<file path="src/rtl/puzzle_loader.sv">
// puzzle_loader
// Front end of the solver. Takes the puzzle one cell per valid/ready transfer
// as a decimal digit, decodes it to the solver's one-hot cell encoding (the
// inverse of the solver's one-hot-to-digit output encoder), assembles the full
// grid on initial_vals and then issues a one-cycle start pulse. A puzzle
// containing an out-of-range digit parks in ERROR instead of starting.
//
// Ports:
//   clock        system clock, all state on the rising edge
//   reset        asynchronous active-high reset, clears all state
//   digit_in     cell value: 0 = blank, 1..WIDTH = given digit
//   digit_valid  digit_in holds a cell value
//   digit_ready  loader accepts a digit this cycle (high only in LOAD)
//   rearm        synchronous clear of the grid and restart of the load
//   initial_vals packed [row][col][bit] one-hot grid to the solver
//   start        one-cycle pulse: grid complete and valid
//   busy         in LOAD with at least one cell accepted
//   bad_digit    sticky: some digit in this load exceeded WIDTH
//   cell_idx     cells accepted so far in this load (0..WIDTH*WIDTH)
module puzzle_loader #(
    parameter int WIDTH   = 9,
    parameter int DIGIT_W = 4
) (
    input  logic                           clock,
    input  logic                           reset,
    input  logic [DIGIT_W-1:0]             digit_in,
    input  logic                           digit_valid,
    output logic                           digit_ready,
    input  logic                           rearm,
    output logic [WIDTH*WIDTH*WIDTH-1:0]   initial_vals,
    output logic                           start,
    output logic                           busy,
    output logic                           bad_digit,
    output logic [6:0]                     cell_idx
);

    localparam int         CELLS      = WIDTH * WIDTH;
    localparam logic [6:0] LAST_CELL  = 7'(CELLS - 1);
    localparam logic [6:0] FULL_COUNT = 7'(CELLS);

    typedef enum logic [1:0] {
        ST_LOAD,
        ST_FIRE,
        ST_DONE,
        ST_ERROR
    } state_t;

    state_t                         state_reg, state_next;
    logic [6:0]                     cell_idx_reg, cell_idx_next;
    logic                           bad_digit_reg, bad_digit_next;
    logic [CELLS*WIDTH-1:0]         grid_reg, grid_next;

    logic [WIDTH-1:0]               digit_onehot;
    logic                           digit_legal;
    logic                           xfer;
    logic                           last_xfer;

    // ------------------------------------------------------------------
    // Digit decode: 0 -> blank, d in 1..WIDTH -> bit d-1, larger -> blank
    // and flagged illegal.
    // ------------------------------------------------------------------
    always_comb begin
        digit_onehot = '0;
        digit_legal  = (digit_in <= DIGIT_W'(WIDTH));
        for (int i = 0; i < WIDTH; i++) begin
            if (digit_in == DIGIT_W'(i + 1)) begin
                digit_onehot[i] = 1'b1;
            end
        end
    end

    // digit_ready is a pure state decode, so a transfer is valid && LOAD.
    assign xfer      = digit_valid && (state_reg == ST_LOAD);
    assign last_xfer = xfer && (cell_idx_reg == LAST_CELL);

    // ------------------------------------------------------------------
    // FSM
    // ------------------------------------------------------------------
    always_ff @(posedge clock or posedge reset) begin
        if (reset) begin
            state_reg <= ST_LOAD;
        end else begin
            state_reg <= state_next;
        end
    end

    always_comb begin
        state_next = state_reg;
        if (rearm) begin
            state_next = ST_LOAD;
        end else begin
            case (state_reg)
                ST_LOAD: begin
                    if (last_xfer) begin
                        // The final digit itself must be legal too; its
                        // bad flag is not visible in bad_digit_reg yet.
                        if (bad_digit_reg || !digit_legal) begin
                            state_next = ST_ERROR;
                        end else begin
                            state_next = ST_FIRE;
                        end
                    end
                end
                ST_FIRE:  state_next = ST_DONE;
                ST_DONE:  state_next = ST_DONE;
                ST_ERROR: state_next = ST_ERROR;
                default:  state_next = ST_LOAD;
            endcase
        end
    end

    // ------------------------------------------------------------------
    // Counter and sticky error flag; rearm wins over a same-cycle transfer.
    // ------------------------------------------------------------------
    always_comb begin
        cell_idx_next  = cell_idx_reg;
        bad_digit_next = bad_digit_reg;
        if (rearm) begin
            cell_idx_next  = '0;
            bad_digit_next = 1'b0;
        end else if (xfer) begin
            if (cell_idx_reg != FULL_COUNT) begin
                cell_idx_next = cell_idx_reg + 7'd1;
            end
            if (!digit_legal) begin
                bad_digit_next = 1'b1;
            end
        end
    end

    // ------------------------------------------------------------------
    // Grid: each cell only loads when the transfer targets its index.
    // Cell k sits at bits k*WIDTH, i.e. row k/WIDTH, col k%WIDTH.
    // ------------------------------------------------------------------
    generate
        for (genvar gi = 0; gi < CELLS; gi++) begin : g_cell
            assign grid_next[gi*WIDTH +: WIDTH] =
                rearm                                  ? '0 :
                (xfer && (cell_idx_reg == 7'(gi)))     ? digit_onehot :
                                                         grid_reg[gi*WIDTH +: WIDTH];
        end
    endgenerate

    always_ff @(posedge clock or posedge reset) begin
        if (reset) begin
            cell_idx_reg  <= '0;
            bad_digit_reg <= 1'b0;
            grid_reg      <= '0;
        end else begin
            cell_idx_reg  <= cell_idx_next;
            bad_digit_reg <= bad_digit_next;
            grid_reg      <= grid_next;
        end
    end

    // ------------------------------------------------------------------
    // Outputs: decodes of registered state only.
    // ------------------------------------------------------------------
    assign digit_ready  = (state_reg == ST_LOAD);
    assign start        = (state_reg == ST_FIRE);
    assign busy         = (state_reg == ST_LOAD) && (cell_idx_reg != 7'd0);
    assign bad_digit    = bad_digit_reg;
    assign cell_idx     = cell_idx_reg;
    assign initial_vals = grid_reg;

endmodule

</file>
<file path="config.mk">
export PLATFORM = sky130hd
export DESIGN_NAME = puzzle_loader
export DESIGN_NICKNAME = d
export VERILOG_FILES = /design/src/rtl/puzzle_loader.sv
export SDC_FILE = /design/constraint.sdc
export NUM_CORES = 2
export LEC_CHECK = 0
export ABC_CLOCK_PERIOD_IN_PS = 55100
export BUFFER_PORTS_ARGS = -buffer_cell sky130_fd_sc_hd__buf_2
export CORE_UTILIZATION = 30
export CTS_CLUSTER_DIAMETER = 40
export CTS_CLUSTER_SIZE = 8
export DETAILED_ROUTE_END_ITERATION = 8
export PLACE_DENSITY_LB_ADDON = 0.12
export SLEW_MARGIN = 20
export SYNTH_ARGS = -nofsm -noshare
export SYNTH_HDL_FRONTEND = slang
export SYNTH_SLANG_ARGS = --single-unit
</file>
<file path="constraint.sdc">
create_clock -name clock -period 55.1 [get_ports clock]
set_input_delay 11.02 -clock clock [delete_from_list [all_inputs] [get_ports clock]]
set_output_delay 11.02 -clock clock [all_outputs]
set_load 0.005 [all_outputs]
</file>
==> metrics.md <==
| Metric | Value |
|---|---|
| Outcome | finished clean |
| WL/cell | 24.9 um |
| Fin. max-slew vios | 0 |
| Fin Clk Skew | 29.4 ps |
| Fin crit share | 25.1% |
| Hpwl dp | 72700 um |
| Post-synth EDFFs | 0 |
| Most used cell, CP | buf_4 |
| Most frequent cells in the layout | 746 x buf_2, 739 x dfrtp_1, 731 x mux2i_1, 726 x nand2b_1, 145 x clkbuf_16 |
| Reg2reg path depth | 5 |
| Sum of negative setup slack | 0 ps |
| Final WL | 119000 um |
| Synthesized area per cell | 12.4 um2 |
| Final design utilization | 39.3% |
| CP max stage delay | 830 ps |
| CP bufs+invs | 4 |
| Post-synthesis cell count | 2622 |
| Fmax | 72.3 MHz |
| Number of cells on the critical path | 6 |
| # port buffers | 747 |
| Clk sinks | 739 |
| Yosys warnings | 0 |
| Fillers | 10.5k |
| Routability cong. | 0.780 |
| Vias | 22.7k |
| Max IR drop VDD | 20.9 uV |
| Die span in x | 331 um |
| P&R area growth vs syn | 29.6% |
| Main flop type after synthesis | dfrtp_1 |
| Arrival @ worst endpoint | 14380 ps |
| Placement row count | 120 |
| Core Area | 107000 um2 |
| Ratio of cells with drive above 1 in the final layout | 30.3% |
| Resized cells post-CTS | 0 |
| Clk root buf | clkbuf_16 |
| 1st-pass router iterations | 7 |
| Tmin final | 13830 ps |
| First-pass GRT wire length | 170000 um |
| Leak Pwr | 25.2 nW |
| Max Cap Viol | 0 |
| Mapped Nets | 2637 |
| Mapped Area | 32500 um2 |
| Number of DRC violations after detailed-routing iteration 0 | 1220 |
| WP data required | 55650 ps |
| Grt ovf | 0 |
| Synth top area share | 57.0% |
| Pin count of the biggest net entering global routing | 174 |
| Asr flop ratio synth | 100% |
| Relative slew slack | 26.5% |
| Commonest non-fill, non-tap cell in the layout | buf_2 |
| All-Layer GR Usage | 21.2% |
| Critical Path Source Type | primary input |
| DRC | 0 |
| H-tree depth | 4 |
| Yosys top cell by area | dfrtp_1 |
| Clk buf depth | 3 |
| Vias in the first global route | 24.3k |
| Clock-pin slew on the worst setup and hold paths | 50 ps |
| Top delay family on crit path | buffers and inverters |
| Starting density of the core | 30.3% |
| Type of destination of the critical path | flop |
| # diodes | 0 |
| Setup-failing EPs final | 0 |
| Hold Crit Depth | 2 |
| Crit Path Class | primary input to flop |
| Worst-Skew Late Latency | 740 ps |
| Hold crit path type | flop to flop |
| IO Count | 748 |
| Overall power | 0.00150 W |
| Number of flip-flops in the largest register | 729 |
| CTS tree | yes |
| Die H | 331 um |
| Seq cells post-synth | 739 |
| Worst Max-Slew Pin Slew | 1100 ps |
| Sequential element share of the synthesized area | 57.0% |
| Antenna violations before repair | 5 |
| Cell Chain, Critical Path | buf_8 > buf_4 > buf_4 > buf_4 > nand2b_1 > mux2i_1 |
| CTS Buf Count | 143 |
| Ranking of synthesized cells by area | dfrtp_1 57%, mux2i_1 23%, nand2b_1 14% |
| CP max-delay cell | buf_4 |
| Die area | 110000 um2 |
| Synth unique cells | 35 |
| Unrepaired setup endpoints after global routing | no |
| Post-CTS Repair Setup Buffers | 0 |
| DR vias/cell | 4.74 |
| Cell Pwr Density | 35.6 nW/um2 |
| NumNets Final | 3291 |
| Crit path max fanout | 159 |
| Hold_buf cts | 0 |
| Antenna Nets Post-Route | 0 |
| Endpoints failing hold | 0 |
-- worst paths after layout --
check / slack [ps] / from / endpoint
worst min register to register: 520 / initial_vals[726] / initial_vals[726]
worst max register to register: 51860 / state_reg[1] / initial_vals[552]
min in group asynchronous: 10490 / reset / initial_vals[547]
worst min-delay path: 520 / initial_vals[726] / initial_vals[726]
max in group asynchronous: 41440 / reset / initial_vals[175]
worst max-delay path: 41270 / rearm / initial_vals[190]
-- Yosys cell counts, types with 2 or more instances --
master / instances
clkbuf_1: 160
nor3b_4: 3
o31ai_1: 2
and2_1: 2
nand4_1: 3
buf_2: 92
mux2i_1: 731
inv_1: 13
buf_4: 8
dfrtp_1: 739
o21ai_0: 2
a21oi_1: 6
nand2_1: 11
mux2_2: 2
nor2b_1: 4
and3_1: 4
a31oi_1: 2
ha_1: 7
nor2_1: 7
nand2b_1: 726
or3_1: 2
nand3_1: 83
-- through the flow --
stage | hold slack, ps | instance area, um2 | cells | setup slack (ps)
floorplan | 499 | 32500 | 2622 | 23340
global placement | 510 | 37200 | 4534 | 40720
detailed placement | 515 | 37200 | 4534 | 40570
CTS | 522 | 42100 | 4784 | 41350
global route | 540 | 42100 | 4784 | 40960
finish | 521 | 42100 | 4784 | 41270
-- area by class of cell --
type	instances	area [um2]	area share, %
well taps	1403	1760	4.17
clock inverters	59	808	1.92
multi-input cells	1609	13000	30.8
repair buffers	770	3950	9.40
flip-flops and latches	739	18500	43.9
clock buffers	191	4060	9.65
inverters	13	56.3	0.134
-- layer usage --
| metal | track usage (%) | up-vias | part of all wire (%) |
|---|---|---|---|
| met5 | 0 | - | 0.034 |
| met4 | 7.66 | 6 | 3.0 |
| met3 | 6.49 | 193 | 7.0 |
| met2 | 34.4 | 726 | 48 |
| met1 | 26.5 | 11700 | 42 |
| li1 | - | 10000 | - |
-- power by group --
group | internal (W) | switching, W
Sequential | 0.000546 | 0.00000174
Clock | 0.000589 | 0.000296
Combinational | 0.0000187 | 0.0000464
-- tightest hold or removal path, delay by kind of cell (launching register included) --
family                 cells  cell delay (ps)
flip-flops                 1              370
buffers and inverters      1               50
multiplexers               1               60
-- logic make-up (layout without fill, tap and decap cells) --
group / after synthesis / after routing / share of synthesized area, %
multiplexers: 733 / 733 / 22.6
AO/OA/AOI/OAI: 17 / 17 / 0.362
flip-flops: 739 / 739 / 57.0
AND/OR/NAND/NOR: 852 / 852 / 16.2
buffers and inverters: 274 / 1033 / 3.62
adder cells (fa/ha/maj): 7 / 7 / 0.270
Note: power is estimated with default switching activity, not from simulation.
